**src/rtl/adder_pkg.sv**
```systemverilog
// Shared defaults, the signed-overflow rule and the STAGES/WIDTH elaboration check
// used by pipelined_adder and its chunk stages.
`ifndef ADDER_PKG_SV
`define ADDER_PKG_SV

// Expands to a generate block that stops elaboration on an illegal pipeline split.
`define ADDER_CHECK_STAGES(W, S) \
   if ((S) < 1 || (S) > (W) || ((W) % (S)) != 0) begin : g_bad_stages \
      $error("pipelined_adder: STAGES must lie in 1..WIDTH and divide WIDTH"); \
   end

package adder_pkg;

   localparam int DEFAULT_WIDTH  = 32;
   localparam int DEFAULT_STAGES = 4;

   // Two same-signed operands producing a result of the other sign.
   function automatic logic flag_overflow(input logic a_msb, input logic b_msb, input logic s_msb);
      return (a_msb == b_msb) && (s_msb != a_msb);
   endfunction

endpackage

`endif

```
**src/rtl/adder_chunk_stage.sv**
```systemverilog
// One pipeline stage: sums chunk IDX of the skewed operands with the incoming carry
// and forwards operands, partial result, carry and valid under a shared enable.
module adder_chunk_stage
   import adder_pkg::*;
#(
   parameter int WIDTH = DEFAULT_WIDTH,
   parameter int CHUNK = 8,
   parameter int IDX   = 0
) (
   input  logic             clk,
   input  logic             rst_n,
   input  logic             en,
   input  logic             valid_in,
   input  logic [WIDTH-1:0] a_in,
   input  logic [WIDTH-1:0] bx_in,
   input  logic [WIDTH-1:0] res_in,
   input  logic             carry_in,
   output logic [WIDTH-1:0] res_next,
   output logic             valid,
   output logic [WIDTH-1:0] a_q,
   output logic [WIDTH-1:0] bx_q,
   output logic [WIDTH-1:0] res_q,
   output logic             carry_q
);

   localparam int LO = IDX * CHUNK;

   logic [CHUNK:0] chunk_sum;

   always_comb begin
      // NOTE: every always_comb output gets a full default first, so no path can infer a latch.
      res_next  = res_in;
      chunk_sum = {1'b0, a_in[LO +: CHUNK]} + {1'b0, bx_in[LO +: CHUNK]}
                + {{CHUNK{1'b0}}, carry_in};
      res_next[LO +: CHUNK] = chunk_sum[CHUNK-1:0];
   end

   // NOTE: sequential state uses non-blocking assignments so each stage samples pre-edge values.
   always_ff @(posedge clk or negedge rst_n) begin
      if (!rst_n) begin
         // NOTE: data registers are cleared along with valid so a flushed pipe exposes zeros.
         valid   <= 1'b0;
         a_q     <= '0;
         bx_q    <= '0;
         res_q   <= '0;
         carry_q <= 1'b0;
      end else if (en) begin
         valid <= valid_in;
         // Bubbles leave the data registers untouched so the last result stays visible.
         if (valid_in) begin
            a_q     <= a_in;
            bx_q    <= bx_in;
            res_q   <= res_next;
            carry_q <= chunk_sum[CHUNK];
         end
      end
   end

endmodule

```
**src/rtl/pipelined_adder.sv**
```systemverilog
// Pipelined add/subtract unit: WIDTH bits split across STAGES ripple-carry stages,
// with a global-stall valid/ready handshake and registered carry/overflow/zero flags.
module pipelined_adder
   import adder_pkg::*;
#(
   parameter int WIDTH  = DEFAULT_WIDTH,
   parameter int STAGES = DEFAULT_STAGES
) (
   input  logic             clk,
   input  logic             rst_n,
   input  logic             in_valid,
   output logic             in_ready,
   input  logic [WIDTH-1:0] a,
   input  logic [WIDTH-1:0] b,
   input  logic             sub,
   output logic             out_valid,
   input  logic             out_ready,
   output logic [WIDTH-1:0] sum,
   output logic             carry_out,
   output logic             overflow,
   output logic             zero
);

   localparam int CHUNK = WIDTH / STAGES;

   `ADDER_CHECK_STAGES(WIDTH, STAGES)

   logic                         advance;
   logic [STAGES:0]              pipe_valid;
   logic [STAGES:0]              pipe_carry;
   logic [STAGES:0][WIDTH-1:0]   pipe_a;
   logic [STAGES:0][WIDTH-1:0]   pipe_bx;
   logic [STAGES:0][WIDTH-1:0]   pipe_res;
   logic [STAGES-1:0][WIDTH-1:0] res_next;

   // The whole pipe moves together; it only stalls when a result is waiting unclaimed.
   assign advance  = !out_valid || out_ready;
   assign in_ready = advance;

   // Subtraction is a + ~b + 1, with the +1 entering as stage 0's carry.
   assign pipe_valid[0] = in_valid;
   assign pipe_a[0]     = a;
   assign pipe_bx[0]    = sub ? ~b : b;
   assign pipe_res[0]   = '0;
   assign pipe_carry[0] = sub;

   for (genvar k = 0; k < STAGES; k++) begin : g_stage
      adder_chunk_stage #(
         .WIDTH (WIDTH),
         .CHUNK (CHUNK),
         .IDX   (k)
      ) u_stage (
         .clk      (clk),
         .rst_n    (rst_n),
         .en       (advance),
         .valid_in (pipe_valid[k]),
         .a_in     (pipe_a[k]),
         .bx_in    (pipe_bx[k]),
         .res_in   (pipe_res[k]),
         .carry_in (pipe_carry[k]),
         .res_next (res_next[k]),
         .valid    (pipe_valid[k+1]),
         .a_q      (pipe_a[k+1]),
         .bx_q     (pipe_bx[k+1]),
         .res_q    (pipe_res[k+1]),
         .carry_q  (pipe_carry[k+1])
      );
   end

   assign out_valid = pipe_valid[STAGES];
   assign sum       = pipe_res[STAGES];
   assign carry_out = pipe_carry[STAGES];

   // Flags are formed from the last stage's inputs so they register alongside sum.
   always_ff @(posedge clk or negedge rst_n) begin
      if (!rst_n) begin
         overflow <= 1'b0;
         zero     <= 1'b0;
      end else if (advance && pipe_valid[STAGES-1]) begin
         overflow <= flag_overflow(pipe_a[STAGES-1][WIDTH-1], pipe_bx[STAGES-1][WIDTH-1],
                                   res_next[STAGES-1][WIDTH-1]);
         zero     <= ~|res_next[STAGES-1];
      end
   end

   // Operand skew copies leaving the final stage have no consumer.
   logic unused;
   assign unused = ^{pipe_a[STAGES], pipe_bx[STAGES], res_next};

endmodule
```
**config.mk**
```make
export PLATFORM = sky130hd
export DESIGN_NAME = pipelined_adder
export DESIGN_NICKNAME = d
export VERILOG_FILES = /design/src/rtl/adder_pkg.sv /design/src/rtl/adder_chunk_stage.sv /design/src/rtl/pipelined_adder.sv
export SDC_FILE = /design/constraint.sdc
export NUM_CORES = 1
export LEC_CHECK = 0
export CORE_MARGIN = 1
export CORE_UTILIZATION = 30
export CTS_CLUSTER_SIZE = 12
export DETAILED_ROUTE_END_ITERATION = 12
export GPL_ROUTABILITY_DRIVEN = 0
export PLACE_DENSITY_LB_ADDON = 0.08
export SYNTH_ARGS = -nofsm -noshare
export SYNTH_HDL_FRONTEND = slang
export SYNTH_SLANG_ARGS = --single-unit
```
**constraint.sdc**
```tcl
create_clock -name clk -period 2.9 [get_ports clk]
set_clock_uncertainty 0.15 [all_clocks]
set_input_delay 0.435 -clock clk [delete_from_list [all_inputs] [get_ports clk]]
set_output_delay 0.435 -clock clk [all_outputs]
set_load 0.02 [all_outputs]
```
=== Word-level counts from Yosys, hierarchy flattened ===
Index checks and enable logic that the tools add are counted.

* Reduce and logical (&&, ||, !) cells: 10
* Equal/unequal tests: 2
* $add $sub $neg: 8
* Multiplexer cells: 1
* Bitwise logic cells: 1

{| class="wikitable"
|+ Operators by type and width
! operator !! number
|-
| $add 8x8->9 || 4
|-
| $add 9x1->9 || 4
|-
| $mux 32 || 1
|-
| $not 32->32 || 1
|-
| $reduce_or 32->1 || 1
|-
| $reduce_and 2->1 || 4
|-
| $logic_and 1x1->1 || 2
|-
| $logic_not 1->1 || 2
|-
| $eq 1x1->1 || 1
|-
| $logic_or 1x1->1 || 1
|-
| $ne 1x1->1 || 1
|}

* Input port bits: 69
* Logic and storage cells: 42
* Output and inout bits: 37
* Bits in registers: 282

=== Depth between registers and ports, before layout ===
Gate-level depths: netlist (run 1).

* Word-level depth: 4
* Mapped depth: 10
* Gate-level depth less buffers: 10

=== Modules after synthesis ===
Synthesis (run 1) repeated with hierarchy kept, for this count alone.

* Cell total of the unflattened synthesis: 1233
* Area total of the unflattened synthesis: 17506.8 um^2

{| class="wikitable"
|+ By module, submodules not included
! module !! cells each !! area each (um^2) !! times used
|-
| adder_chunk_stage (g_stage[1].u_stage ...) || 294 || 4246.6 || 3
|-
| adder_chunk_stage (g_stage[0].u_stage) || 294 || 4256.6 || 1
|-
| pipelined_adder || 57 || 510.5 || 1
|}

=== Least setup slack after synthesis (run 1) ===
OpenSTA, ideal clock, no wires.

* Path kind: input to register
* Start: input port sub
* End: register g_stage[0].u_stage.carry_q
* Setup time: 133 ps
* Stages: 10
* Slack: 342 ps
* Arrival time: 2276 ps
* Buffers on the path: 2
* Cell sequence: clkbuf_2 buf_2 xor2_1 fa_1 a21o_1 a21oi_1 o21ai_0 a21o_1 a211oi_1 a21oi_1

* Cells in the longest elaborated chain, start to end: 3

{| class="wikitable"
|+ Ends and longest elaborated chain
! element !! RTL line !! source
|-
| from (decl) || pipelined_adder.sv:15 || <nowiki>input logic sub,</nowiki>
|-
| $mux 32 || pipelined_adder.sv:43 || <nowiki>assign pipe_bx[0] = sub ? ~b : b;</nowiki>
|-
| $add 8x8->9 || adder_chunk_stage.sv:33 || <nowiki>chunk_sum = {1'b0, a_in[LO +: CHUNK]} + {1'b0, bx_in[LO +: CHUNK]}</nowiki>
|-
| $add 9x1->9 * || adder_chunk_stage.sv:34 || <nowiki>+ {{CHUNK{1'b0}}, carry_in};</nowiki>
|-
| to (signal assigned) || adder_chunk_stage.sv:54 || <nowiki>carry_q <= chunk_sum[CHUNK];</nowiki>
|-
| to (decl) || adder_chunk_stage.sv:23 || <nowiki>output logic carry_q</nowiki>
|}

Every way passes the cells marked *; elsewhere a longest branch is shown, timed or not.
A chain may end at the register's enable or synchronous reset.

=== Worst setup path in the final report (run 1) ===
* Start: register g_stage[2].u_stage.carry_q
* End: register zero

* Cells in the longest elaborated chain, start to end: 3

{| class="wikitable"
|+ Ends and longest elaborated chain
! element !! RTL line !! source
|-
| from (decl) || adder_chunk_stage.sv:23 ||
|-
| from (signal assigned) || adder_chunk_stage.sv:54 ||
|-
| $add 9x1->9 || adder_chunk_stage.sv:34 ||
|-
| via g_stage[3].u_stage.chunk_sum[0] || adder_chunk_stage.sv:28 || <nowiki>logic [CHUNK:0] chunk_sum;</nowiki>
|-
| $reduce_or 32->1 || pipelined_adder.sv:82 || <nowiki>zero <= ~|res_next[STAGES-1];</nowiki>
|-
| $logic_not 1->1 || pipelined_adder.sv:82 ||
|-
| to (signal assigned) || pipelined_adder.sv:82 ||
|-
| to (decl) || pipelined_adder.sv:21 || <nowiki>output logic zero</nowiki>
|}

The timed path passes the listed nets, and every way through them passes these cells.

==> results of run 1 <==
-- sequential cells by signal, summed over array words and instances, names as in the netlist --
signal,cells
g_stage.u_stage.bx_q,48
overflow,1
g_stage.u_stage.carry_q,4
zero,1
g_stage.u_stage.res_q,80
g_stage.u_stage.a_q,48
g_stage.u_stage.valid,4
-- tightest hold or removal path, delay by kind of cell (launching register included) --
kind | cells | cell delay [ns]
AOI/OAI and AO/OA | 1 | 0.05
and+or+nand+nor | 1 | 0.05
DFF | 1 | 0.34
-- final timing paths --
kind | start | to | slack, ns | cells past startpoint
max | g_stage[2].u_stage.carry_q | zero | 0.19 | 7
min | g_stage[1].u_stage.res_q[11] | g_stage[1].u_stage.res_q[11] | 0.33 | 2
max reg2reg | g_stage[2].u_stage.carry_q | zero | 0.19 | 7
min reg2reg | g_stage[1].u_stage.res_q[11] | g_stage[1].u_stage.res_q[11] | 0.33 | 2
max in group asynchronous | rst_n | g_stage[0].u_stage.bx_q[14] | 1.45 | 3
min in group asynchronous | rst_n | g_stage[0].u_stage.a_q[29] | 0.41 | 2
-- kinds of logic (layout without fill, tap and decap cells) --
logic type                 Yosys count  in the layout  share of synthesized area (%)
muxes                              128            128                           17.2
buffers and inverters               48            174                           2.48
AOI/OAI and AO/OA                  106            106                           7.60
adders and majority gates           35             35                           5.85
xor gates and xnor gates            51             51                           5.33
and+or+nand+nor                    111            111                           5.96
DFF                                186            186                           55.5
-- per-layer routing --
metal / global-route usage (%) / vias to the layer above / wire length (microns)
met5: 0 / - / 0
met1: 17.0 / 2508 / 8000
met2: 21.6 / 89 / 8370
met4: 3.41 / 0 / 143
met3: 3.16 / 9 / 667
li1: - / 2541 / -
-- synthesized netlist by cell type (2+ instances only) --
| cell | count | share of area, % |
|---|---|---|
| o31ai_1 | 7 | 0.63 |
| nor4_1 | 4 | 0.30 |
| nand3_1 | 4 | 0.24 |
| a21oi_1 | 17 | 1.0 |
| o21bai_1 | 6 | 0.54 |
| o21ai_1 | 8 | 0.48 |
| nand2_1 | 65 | 2.9 |
| nand4_1 | 2 | 0.15 |
| xnor2_1 | 35 | 3.7 |
| a21o_1 | 7 | 0.63 |
| dfrtp_1 | 186 | 56 |
| nor3_1 | 9 | 0.54 |
| fa_1 | 7 | 1.7 |
| xor2_1 | 16 | 1.7 |
| o21ai_0 | 45 | 2.7 |
| ha_1 | 28 | 4.2 |
| o211a_1 | 2 | 0.24 |
| mux2_2 | 126 | 17 |
| a211oi_1 | 3 | 0.27 |
| nor2b_1 | 5 | 0.37 |
| buf_2 | 18 | 1.1 |
| clkbuf_1 | 8 | 0.36 |
| nor2_1 | 12 | 0.54 |
| o21a_1 | 6 | 0.54 |
| or3_1 | 2 | 0.15 |
| inv_1 | 19 | 0.85 |
| nand2b_1 | 3 | 0.22 |
-- layout make-up --
class                   instances  share of cell area (%)
flip-flops and latches        186                    44.0
multi-input cells             431                    33.5
repair buffers                122                    11.7
well taps                     372                    4.40
clock buffers                  19                    4.19
clock inverters                13                    1.46
inverters                      20                   0.710
-- power by group through the flow --
stage,Combinational [mW],Clock [mW],Sequential (mW)
floorplan,3.18,0,4.54
global placement,4.80,0,4.49
detailed placement,4.88,0,4.53
CTS,4.91,2.45,4.48
global route,5.37,2.57,4.63
finish,4.81,2.36,4.45
-- stage by stage --
step / power, mW / utilization [%] / worst slack (ns)
global route: 12.6 / 38.9 / 0.00980
finish: 11.6 / 38.9 / 0.187
detailed placement: 9.41 / 36.6 / -0.0373
global placement: 9.29 / 36.6 / -0.0270
CTS: 11.8 / 38.9 / 0.00928
floorplan: 7.72 / - / 0.342
-- timing repair --
| item | 4_1_cts | 5_1_grt |
|---|---|---|
| setup endpoints to repair | 1 | 1 |
| setup buffers | 0 | 0 |
| endpoints found under the hold margin | 63 | 0 |
| gates resized for setup | 1 | 1 |
| pin swaps | 0 | 1 |
| hold buffers | 1 | 0 |
==> metrics.cfg, run 1 <==
[run_status]
status=complete, no violations

[routing]
drt_pass1_iterations=5
drc_errors=0
wl_per_cell_microns=14.8
viasPerCell=4.43
wirelength_mm=17.2
first_iter_violations=201
ant_nets=0
vias=5147

[final_layout]
multi_input_area_sq_um=3540
fin_area_sq_um=10600
fin_cells=1163
nets=882
antenna_cells=0
mostFrequentLayoutCells=dfrtp_1 (186), mux2_2 (126), clkdlybuf4s50_1 (103), nand2_1 (61), o21ai_0 (45)
final_common_cell=dfrtp_1
area_growth_syn_to_layout_pct=26.2
seqCellArea_sq_um=4650
drive_above_1_share_pct=23.5
nFillCells=2651

[clock_tree]
clkLatencyLatePin_ns=0.42
clockBufferDepth=2
root_buffer=clkbuf_16
cts_tree=built
clk_pin_slew_ns=0.07
cts_buffers=17
clkSinkCount=186
htree_levels=4

[synth]
async_flop_share_pct=100
syn_area_per_cell_sq_um=12.6
yosys_warnings=0
ys_ff_latch=186
ys_types=42
ys_seq_area_share_pct=55.5
synth_flop_cell=dfrtp_1
syn_area_sq_um=8380
syn_inst=665
synth_edf_count=0
synth_fp_nets=769

[grt]
grt_max_degree=72
grt_first_pass_wirelength_mm=29.1
gr-total-overflow=0
antenna_found_initial=1
grt_pass1_vias=5588
grt_usage_pct=13.0

[setup_path]
cp_top_family=simple AND/OR/NAND/NOR gates
crit_fanout=2
cp.required_ns=3.09
worst_path_most_repeated_cell=nand4_1
startpoint_type=flop
end_kind=flop
crit_type=reg -> reg
critical_path.cell_chain=fa_1, nor4_1, nand4_1, nor4_4, and4b_1, nand4_1, o31ai_2
crit_arrival_ns=2.91
crit_path_top_delay_cell=fa_1
worst_path_largest_cell_delay_ns=0.50
critPathBufInv=0

[timing]
slew_headroom_pct=58.2
rsz0062_at_grt=false
min_period_ns=2.71
fin_crit_sh_pct=93.6
timing.hold.ws_ns=0.327
tns_ns=0
slew_violations=0
worst_pin_slew_ns=0.622
max_freq_mhz=369
setup_viol=0
hold_viol=0

[place]
postPlaceCellArea_sq_um=9950
hpwl_mm=12.5
port_buffers=105
dp_cells=1130

[min_path]
hold_class=reg -> reg

[pwr]
p_int_mw=7.59
powerDensity_nw_per_um2=1100
pwr-share-comb_pct=41.4
seqPwrFrac_pct=38.3
p_switching_mw=4.03
swShare_pct=34.7
p_leak_nw=4.60
p_clk_share_pct=20.3
ir_drop_mv=0.392

[floorplanning]
ioPinCount=106
dieArea_sq_um=28600
rows=60
initial_core_util_pct=30.8
die_x_microns=169
fp.dieH_microns=169
core_sq_um=27200

[flow_run]
cap_violations=0

Power figures use the tool's default switching activity.
==> run 2: changes to the inputs <==
- CORE_UTILIZATION: 30 -> 55
- PLACE_DENSITY: default -> 0.79
- PLACE_DENSITY_LB_ADDON: 0.08 -> default
==> run 2 against run 1 <==
  * Combinational power barely moved
  * Register-to-register slack worse by 0.02 ns
  * Clock power shrank 5%
  * Hold slack got worse by 0.0052 ns
  * Cell count shrank 16%
  * Core utilization is 31 points higher
  * Setup slack worse by 0.025 ns
  * First-iteration DRC count shrank 3.5%
  * Sequential share of layout area increased by 1.2 points
  * Sequential power barely moved
  * The flow now finishes with violations (DRC)
==> metrics.cfg, run 2 (synthesis gave the netlist of run 1 again) <==
[setup_path]
crit_fanout=2  ; unchanged
crit_type=reg -> reg  ; unchanged
crit_arrival_ns=2.91  ; about the same
startpoint_type=flop  ; unchanged
cp.required_ns=3.07  ; was 3.09 ns
end_kind=flop  ; unchanged

[grt]
use_met3_pct=5.09  ; was 3.16%
grt_max_degree=71  ; was 72
grt_usage_pct=21.3  ; was 13.0%
grt_pass1_vias=5532  ; was 5588
grt_first_pass_wirelength_mm=26.4  ; was 29.1 mm
met1_usage_pct=25.6  ; was 17.0%
grt_use_met2_pct=37.8  ; was 21.6%
antenna_found_initial=0  ; was 1
grt-busiest-layer=met2  ; unchanged
gr-total-overflow=0  ; unchanged

[final_layout]
antenna_cells=0  ; unchanged
fin_area_sq_um=10300  ; was 10600 sq um
drive_above_1_share_pct=23.2  ; was 23.5%
largest-register=g_stage.u_stage.res_q  ; unchanged
area_growth_syn_to_layout_pct=22.9  ; was 26.2%
largest_reg_flops=80  ; unchanged
post-route-util_pct=70.1  ; was 38.9%
reg_top3=g_stage.u_stage.res_q x80, g_stage.u_stage.a_q x48, g_stage.u_stage.bx_q x48  ; unchanged
final_common_cell=dfrtp_1  ; unchanged
nets=880  ; was 882
mostFrequentLayoutCells=dfrtp_1 (186), mux2_2 (126), clkdlybuf4s50_1 (103), nand2_1 (62), o21ai_0 (45)  ; was dfrtp_1 (186), mux2_2 (126), clkdlybuf4s50_1 (103), nand2_1 (61), o21ai_0 (45)

[timing]
hold_viol=0  ; unchanged
setup_ws_ns=0.162  ; was 0.187 ns
min_period_ns=2.74  ; was 2.71 ns
max_freq_mhz=365  ; was 369 MHz
slew_headroom_pct=58.2  ; about the same
rsz0062_at_grt=false  ; unchanged
fin_crit_sh_pct=94.4  ; was 93.6%
worst_pin_slew_ns=0.627  ; was 0.622 ns
slew_violations=0  ; unchanged
tns_ns=0  ; unchanged
setup_viol=0  ; unchanged

[clock_tree]
root_buffer=clkbuf_16  ; unchanged
clk_pin_slew_ns=0.06  ; was 0.07 ns
clockBufferDepth=2  ; unchanged
cts_tree=built  ; unchanged
post_cts_buffers=0  ; unchanged
cts_buffers=17  ; unchanged
clkSinkCount=186  ; unchanged
htree_levels=4  ; unchanged
clkLatencyLatePin_ns=0.42  ; about the same

[floorplanning]
dieArea_sq_um=15700  ; was 28600 sq um
core_sq_um=14700  ; was 27200 sq um
die_x_microns=125  ; was 169 microns
rows=44  ; was 60
ioPinCount=106  ; unchanged
initial_core_util_pct=57.0  ; was 30.8%
fp.dieH_microns=125  ; was 169 microns

[min_path]
hold_class=reg -> reg  ; unchanged

[place]
postPlaceCellArea_sq_um=9700  ; was 9950 sq um
pre_cts_slack_ns=-0.0631  ; was -0.0373 ns
port_buffers=105  ; unchanged
hpwl_mm=11.0  ; was 12.5 mm

[pwr]
ir_drop_mv=0.531  ; was 0.392 mV
p_leak_nw=4.58  ; was 4.60 nW
powerDensity_nw_per_um2=1120  ; was 1100 nW/um^2

[routing]
drc_errors=12  ; was 0
first_iter_violations=194  ; was 201
wl_per_cell_microns=16.0  ; was 14.8 microns
vias=5254  ; was 5147
viasPerCell=5.41  ; was 4.43
drt_pass1_iterations=8  ; was 5
wirelength_mm=15.6  ; was 17.2 mm
ant_nets=0  ; unchanged

[flow_run]
cap_violations=0  ; unchanged

[run_status]
violations=DRC
status=finished, violations left  ; was complete, no violations

-- run 2: worst paths after layout --
path	to	start	cells past startpoint	slack (ns)
max	zero	g_stage[2].u_stage.bx_q[24]	9	0.16
min	g_stage[1].u_stage.res_q[15]	g_stage[1].u_stage.res_q[15]	2	0.32
max reg2reg	zero	g_stage[2].u_stage.bx_q[24]	9	0.16
min reg2reg	g_stage[1].u_stage.res_q[15]	g_stage[1].u_stage.res_q[15]	2	0.32
max in group asynchronous	g_stage[3].u_stage.res_q[19]	rst_n	3	1.39
min in group asynchronous	g_stage[1].u_stage.bx_q[31]	rst_n	2	0.44
-- run 2: metrics by stage --
step / instances / power [mW] / hold slack (ns)
finish: 972 / 11.5 / 0.322
global route: 972 / 12.3 / 0.348
CTS: 972 / 11.6 / 0.327
detailed placement: 940 / 9.29 / 0.312
global placement: 940 / 9.02 / 0.310
floorplan: 665 / 7.72 / -0.0106
-- run 2: power by group --
part / internal (mW) / switching, mW / leakage, nW
Clock: 1.31 / 0.930 / 0.289
Combinational: 2.51 / 2.34 / 2.05
Sequential: 3.76 / 0.699 / 2.25
Total: 7.57 / 3.97 / 4.58
-- run 2: repair_timing --
action / in CTS / in global routing
setup endpoints to repair: 0 / 1
resized for setup: 0 / 2
hold buffers: 1 / 0
endpoints found under the hold margin: 65 / 0
-- run 2: cell type report --
type | instances | area, sq um
inverter | 20 | 75.1
tap | 184 | 230
clock buffer | 19 | 453
fill | 992 | 4400
clock inverter | 12 | 124
timing repair buffer | 120 | 1220
multi-input combinational | 431 | 3540
sequential | 186 | 4650
-- run 2: per-layer routing --
metal | share of wire [%] | vias to the layer above
met1 | 43 | 2625
met2 | 52 | 91
met4 | 1.1 | 0
met3 | 3.7 | 12
met5 | 0 | -
li1 | - | 2526
-- run 2: critical path: stages (launching register included) --
cell     delay, ns
dfrtp_1       0.39
fa_1          0.24
inv_1         0.07
fa_1          0.53
nor4b_2       0.21
nand4_1       0.16
nor4_4        0.31
and4b_1       0.26
nand4_1       0.13
o31ai_2       0.20
==> run 3: changes to the inputs <==
- CTS_CLUSTER_SIZE: 12 -> default
==> results of run 3 <==
Same layout as run 2: the final DEF is identical, and so are final timing and power.
